[config.mk]
export PLATFORM = sky130hd
export DESIGN_NAME = pulse_meter
export DESIGN_NICKNAME = d
export VERILOG_FILES = /design/src/rtl/pulse_meter_pkg.sv /design/src/rtl/pulse_meter_sync_edge.sv /design/src/rtl/pulse_meter.sv
export SDC_FILE = /design/constraint.sdc
export NUM_CORES = 1
export LEC_CHECK = 0
export ABC_AREA = 1
export CAP_MARGIN = 10
export CELL_PAD_IN_SITES_DETAIL_PLACEMENT = 1
export CELL_PAD_IN_SITES_GLOBAL_PLACEMENT = 1
export CORE_ASPECT_RATIO = 1.5
export CORE_MARGIN = 5
export CORE_UTILIZATION = 43
export DETAILED_ROUTE_END_ITERATION = 10
export GPL_TIMING_DRIVEN = 1
export PLACE_DENSITY_LB_ADDON = 0.25
export SYNTH_ARGS = -nofsm -noshare
export SYNTH_HDL_FRONTEND = slang
export SYNTH_SLANG_ARGS = --single-unit
export TNS_END_PERCENT = 10
[constraint.sdc]
create_clock -name clock -period 5.25 [get_ports clock]
set_clock_uncertainty 0.15 [all_clocks]
set_input_delay 0.525 -clock clock [delete_from_list [all_inputs] [get_ports clock]]
set_output_delay 0.525 -clock clock [all_outputs]
set_load 0.01 [all_outputs]
[src/rtl/pulse_meter_pkg.sv]
// Shared definitions for the pulse meter: FSM state encoding and default counter width.
package pulse_meter_pkg;

    localparam int W_DEFAULT = 8;

    typedef enum logic [1:0] {
        ST_WAIT_LOW  = 2'd0,
        ST_WAIT_RISE = 2'd1,
        ST_HIGH      = 2'd2,
        ST_LOW       = 2'd3
    } state_e;

endpackage

[src/rtl/pulse_meter_sync_edge.sv]
// Two-flop synchronizer plus a delay flop; flags rising and falling edges of the synchronized level.
module sync_edge (
    input  logic clk_i,
    input  logic rst_i,
    input  logic din_i,
    output logic level_o,
    output logic rise_o,
    output logic fall_o
);

    logic s1_q;
    logic s2_q;
    logic s3_q;

    // Reset to 1 so a signal already high at reset does not produce a rise.
    always_ff @(posedge clk_i) begin
        if (rst_i) begin
            s1_q <= 1'b1;
            s2_q <= 1'b1;
            s3_q <= 1'b1;
        end else begin
            s1_q <= din_i;
            s2_q <= s1_q;
            s3_q <= s2_q;
        end
    end

    assign level_o = s2_q;
    assign rise_o  = s2_q & ~s3_q;
    assign fall_o  = ~s2_q & s3_q;

endmodule

[src/rtl/pulse_meter.sv]
// Measures high and low phase lengths of an asynchronous pulse train, in clock samples,
// and reports each completed period with a one-cycle valid strobe.
module pulse_meter
    import pulse_meter_pkg::*;
#(
    parameter int W = W_DEFAULT
) (
    input  logic         clock,
    input  logic         reset,
    input  logic         signal_in,
    output logic [W-1:0] high_time,
    output logic [W-1:0] low_time,
    output logic [W:0]   period,
    output logic         valid,
    output logic         overflow
);

    localparam logic [W-1:0] CNT_MAX  = {W{1'b1}};
    localparam logic [W-1:0] CNT_ONE  = {{(W-1){1'b0}}, 1'b1};
    localparam logic [W-1:0] CNT_ZERO = {W{1'b0}};

    logic   lvl_s;
    logic   rise_s;
    logic   fall_s;
    logic   load_s;
    state_e state_q, state_d;
    logic [W-1:0] hcnt_q, hcnt_d;
    logic [W-1:0] lcnt_q, lcnt_d;
    logic         ovf_q, ovf_d;
    logic [W-1:0] high_time_q;
    logic [W-1:0] low_time_q;
    logic [W:0]   period_q;
    logic         valid_q;
    logic         overflow_q;

    sync_edge u_sync (
        .clk_i   (clock),
        .rst_i   (reset),
        .din_i   (signal_in),
        .level_o (lvl_s),
        .rise_o  (rise_s),
        .fall_o  (fall_s)
    );

    always_ff @(posedge clock) begin
        if (reset) begin
            state_q <= ST_WAIT_LOW;
        end else begin
            state_q <= state_d;
        end
    end

    always_comb begin
        state_d = state_q;
        case (state_q)
            ST_WAIT_LOW:  if (!lvl_s) state_d = ST_WAIT_RISE; else state_d = state_q;
            ST_WAIT_RISE: if (rise_s) state_d = ST_HIGH;      else state_d = state_q;
            ST_HIGH:      if (fall_s) state_d = ST_LOW;       else state_d = state_q;
            ST_LOW:       if (rise_s) state_d = ST_HIGH;      else state_d = state_q;
            default:      state_d = ST_WAIT_LOW;
        endcase
    end

    // Counters saturate; an increment attempted at the ceiling marks the period as overflowed.
    always_comb begin
        hcnt_d = hcnt_q;
        lcnt_d = lcnt_q;
        ovf_d  = ovf_q;
        load_s = 1'b0;
        case (state_q)
            ST_WAIT_RISE: begin
                if (rise_s) begin
                    hcnt_d = CNT_ONE;
                    ovf_d  = 1'b0;
                end else begin
                    hcnt_d = hcnt_q;
                end
            end
            ST_HIGH: begin
                if (fall_s) begin
                    lcnt_d = CNT_ONE;
                end else if (lvl_s) begin
                    if (hcnt_q == CNT_MAX) ovf_d = 1'b1;
                    else                   hcnt_d = hcnt_q + CNT_ONE;
                end else begin
                    hcnt_d = hcnt_q;
                end
            end
            ST_LOW: begin
                if (rise_s) begin
                    load_s = 1'b1;
                    hcnt_d = CNT_ONE;
                    lcnt_d = CNT_ZERO;
                    ovf_d  = 1'b0;
                end else if (!lvl_s) begin
                    if (lcnt_q == CNT_MAX) ovf_d = 1'b1;
                    else                   lcnt_d = lcnt_q + CNT_ONE;
                end else begin
                    lcnt_d = lcnt_q;
                end
            end
            default: begin
                load_s = 1'b0;
            end
        endcase
    end

    always_ff @(posedge clock) begin
        if (reset) begin
            hcnt_q      <= CNT_ZERO;
            lcnt_q      <= CNT_ZERO;
            ovf_q       <= 1'b0;
            high_time_q <= CNT_ZERO;
            low_time_q  <= CNT_ZERO;
            period_q    <= {(W+1){1'b0}};
            valid_q     <= 1'b0;
            overflow_q  <= 1'b0;
        end else begin
            hcnt_q  <= hcnt_d;
            lcnt_q  <= lcnt_d;
            ovf_q   <= ovf_d;
            valid_q <= load_s;
            if (load_s) begin
                high_time_q <= hcnt_q;
                low_time_q  <= lcnt_q;
                period_q    <= {1'b0, hcnt_q} + {1'b0, lcnt_q};
                overflow_q  <= ovf_q;
            end
        end
    end

    assign high_time = high_time_q;
    assign low_time  = low_time_q;
    assign period    = period_q;
    assign valid     = valid_q;
    assign overflow  = overflow_q;

endmodule

==> results.yml <==
run_status:
  outcome: "finished clean"
clock_network:
  post-cts-setup-buffers: 0
  cts.sinks: 49
  postCtsResizedCells: 0
  hold_buffers: 0
  clk_pin_slew_ps: 90
  tritoncts: "done"
  insertion_delay_ps: 300
  numCtsBuffers: 5
  cts.path.max_buffers: 2
  cts-htree-levels: 2
  root_buffer: "clkbuf_8"
route:
  wl_per_cell_um: 14.1
  wl_mm: 6.04
  drt-pass1-iter-count: 4
  ant_nets: 0
  avgViaCountPerCell: 5.20
  num_vias: 2229
  drc_errors: 0
  drt-initial-drc-count: 62
min_path:
  hp-start: "u_sync.s1_q$_SDFF_PP1_"
  min_delay_worst_endpoint: "u_sync.level_o$_SDFF_PP1_"
  hold_depth: 1
  hold_class: "reg2reg"
critical_path:
  criticalPathCategory: "in2reg"
  reg2reg_from: "state_q[0]$_SDFFE_PP0P_"
  crit_path_end_kind: "flop"
  critPathTopFamily: "buffers and inverters"
  rrSetupSlack_ps: 2870
  r2r-end: "period[8]$_SDFFE_PP0P_"
  cp_max_fo: 30
  r2r_cells: 5
  critPathMaxStageDelay_ps: 780
  crit_chain: "clkdlybuf4s50_1 > inv_1 > o21ai_0 > a21oi_1"
  worst_ep_required_time_ps: 5330
  startpoint_type: "primary input"
  crit_path_top_delay_cell: "inv_1"
  critPathBufInv: 2
  arrival_ps: 2480
sta:
  relSlewSlack_pct: 27.5
  maxSlewViolCount: 0
  hold_viol_final: 0
  fmax_mhz: 417
  layout_min_cycle_time_ps: 2400
  whs_ps: 291
  tns_ps: 0
  worst_pin_slew_ps: 1090
  layout_worst_path_cycle_share_pct: 45.7
  rsz0062_at_grt: "false"
  setup_violations: 0
placement:
  io_buffers: 29
  gp_congestion: 0.767
  dp_hpwl_mm: 4.60
global_route:
  gr-usage-met3_pct: 2.56
  grt.overflow.total: 0
  met2_usage_pct: 34.8
  grt_antenna_before_repair: 0
  use_met1_pct: 18.2
  globalRoute.busiestLayer: "met2"
  grt_pass1_wl_mm: 10.2
  grt_pass1_vias: 2203
  grt_use_total_pct: 17.5
  grt_max_degree: 48
floorplanning:
  core_um2: 5490
  num_rows: 33
  dieArea_um2: 7320
  die_h_um: 102
  initial_core_util_pct: 44.5
  die_w_um: 71.6
  io_pins: 30
yosys:
  avgSynthCellArea_um2: 7.34
  synth-edff-count: 0
  synth_fp_nets: 347
  yosysUniqueCellTypes: 30
  postSynthCellCount: 333
  async_reset_ff_share_pct: 0
  syn_area_um2: 2440
  ys_warn_count: 0
  ys_seq_area_share_pct: 40.1
  synth-seq-cells: 49
  ys.flop_type: "dfxtp_1"
layout:
  fin_util_pct: 51.8
  n_fill_cell: 711
  layout.nets: 372
  drive_above_1_share_pct: 10.3
  insertedDiodeCount: 0
  area_growth_pct: 16.3
power_and_ir_drop:
  p_per_area_nw_per_um2: 217
  total_power_w: 0.000617
  ir_worst_vdd_mv: 0.133
  leakage_nw: 1.10
job:
  timing.max_cap.violations: 0
==> metrics by stage <==
step | instance area, um^2 | instances | setup slack (ps)
floorplan | 2440 | 333 | 3450
finish | 2840 | 429 | 2850
global placement | 2760 | 421 | 2530
CTS | 2840 | 429 | 2800
detailed placement | 2760 | 421 | 2500
global route | 2840 | 429 | 2600
==> worst max-delay path by stage <==
stage,start,endpoint,slack [ps],depth (start not counted)
finish,reset,overflow$_SDFFE_PP0P_,2850,4
global route,state_q[0]$_SDFFE_PP0P_,period[4]$_SDFFE_PP0P_,2600,5
CTS,state_q[0]$_SDFFE_PP0P_,period[8]$_SDFFE_PP0P_,2800,5
detailed placement,reset,lcnt_q[2]$_SDFFE_PP0P_,2500,6
global placement,reset,lcnt_q[2]$_SDFFE_PP0P_,2530,6
floorplan,hcnt_q[0]$_SDFFE_PP0P_,period[6]$_SDFFE_PP0P_,3450,9
==> worst register-to-register path: stages, from the launching register on <==
cell and delay (ps):
dfxtp_1 560, nand2_1 180, nor2_4 870, inv_2 230, a211oi_2 210, a21oi_1 90
==> report_power, final <==
| part | switching, W | internal (W) |
|---|---|---|
| logic | 0.0000118 | 0.00000508 |
| clock network | 0.000130 | 0.0000941 |
| registers | 0.00000301 | 0.000373 |
| total | 0.000145 | 0.000473 |
==> sequential cells by signal, summed over array words and instances (netlist names) <==
signal,cells
period,9
u_sync.s1_q,1
u_sync.s3_q,1
low_time,8
high_time,8
state_q,2
ovf_q,1
hcnt_q,8
lcnt_q,8
valid,1
u_sync.level_o,1
overflow,1
==> layer usage <==
metal	share of wire [%]	wire [um]	vias up
met3	2.1	129	8
met5	0	0	-
met4	1.8	110	0
li1	-	-	1135
met1	42	2510	1061
met2	54	3290	25
==> cells by family (layout without fill, tap and decap cells) <==
| family | count (synthesis) | count (layout) | synth area share [%] |
|---|---|---|---|
| buffers and inverters | 52 | 78 | 9.37 |
| flip-flops | 49 | 49 | 40.1 |
| adder cells (fa/ha/maj) | 11 | 11 | 5.94 |
| AND/OR/NAND/NOR | 140 | 140 | 25.2 |
| AO/OA/AOI/OAI | 78 | 78 | 18.3 |
| XOR/XNOR | 3 | 3 | 1.07 |
==> cells in the final DEF (no fill, tap or decap), drive strengths merged, types with 2 or more instances in the layout <==
master	Yosys	final
nand3	24	24
inv	41	41
nand2	69	69
nor3	4	4
ha	10	10
clkdlybuf4s50	0	29
xor2	3	3
a21oi	40	40
nor2	38	38
or2	3	3
dfxtp	49	49
clkbuf	5	6
clkinvlp	0	2
o21ai	36	36
==> area by class of cell <==
type                    instances  area (um^2)  area share, %
multi-input cells             232         1240           43.6
flip-flops and latches         49          981           34.5
repair buffers                 29          290           10.2
inverters                      41          156           5.50
well taps                      70         87.6           3.08
clock buffers                   6         72.6           2.55
clock inverters                 2         15.0          0.528
==> synthesized netlist by cell type, types with 4 or more instances <==
library cell  number  area share (%)
a21oi_1           31             6.3
a21oi_2            7             2.5
clkbuf_1           5            0.77
dfxtp_1           49              40
ha_1              10             5.1
inv_1             33             5.1
inv_2              7             1.1
nand2_1           65              10
nand3_1           22             4.5
nor2_1            35             5.4
nor3_1             4            0.82
o21ai_0           25             5.1
o21ai_1           11             2.3
No activity file was read; power rests on OpenSTA's default activity.
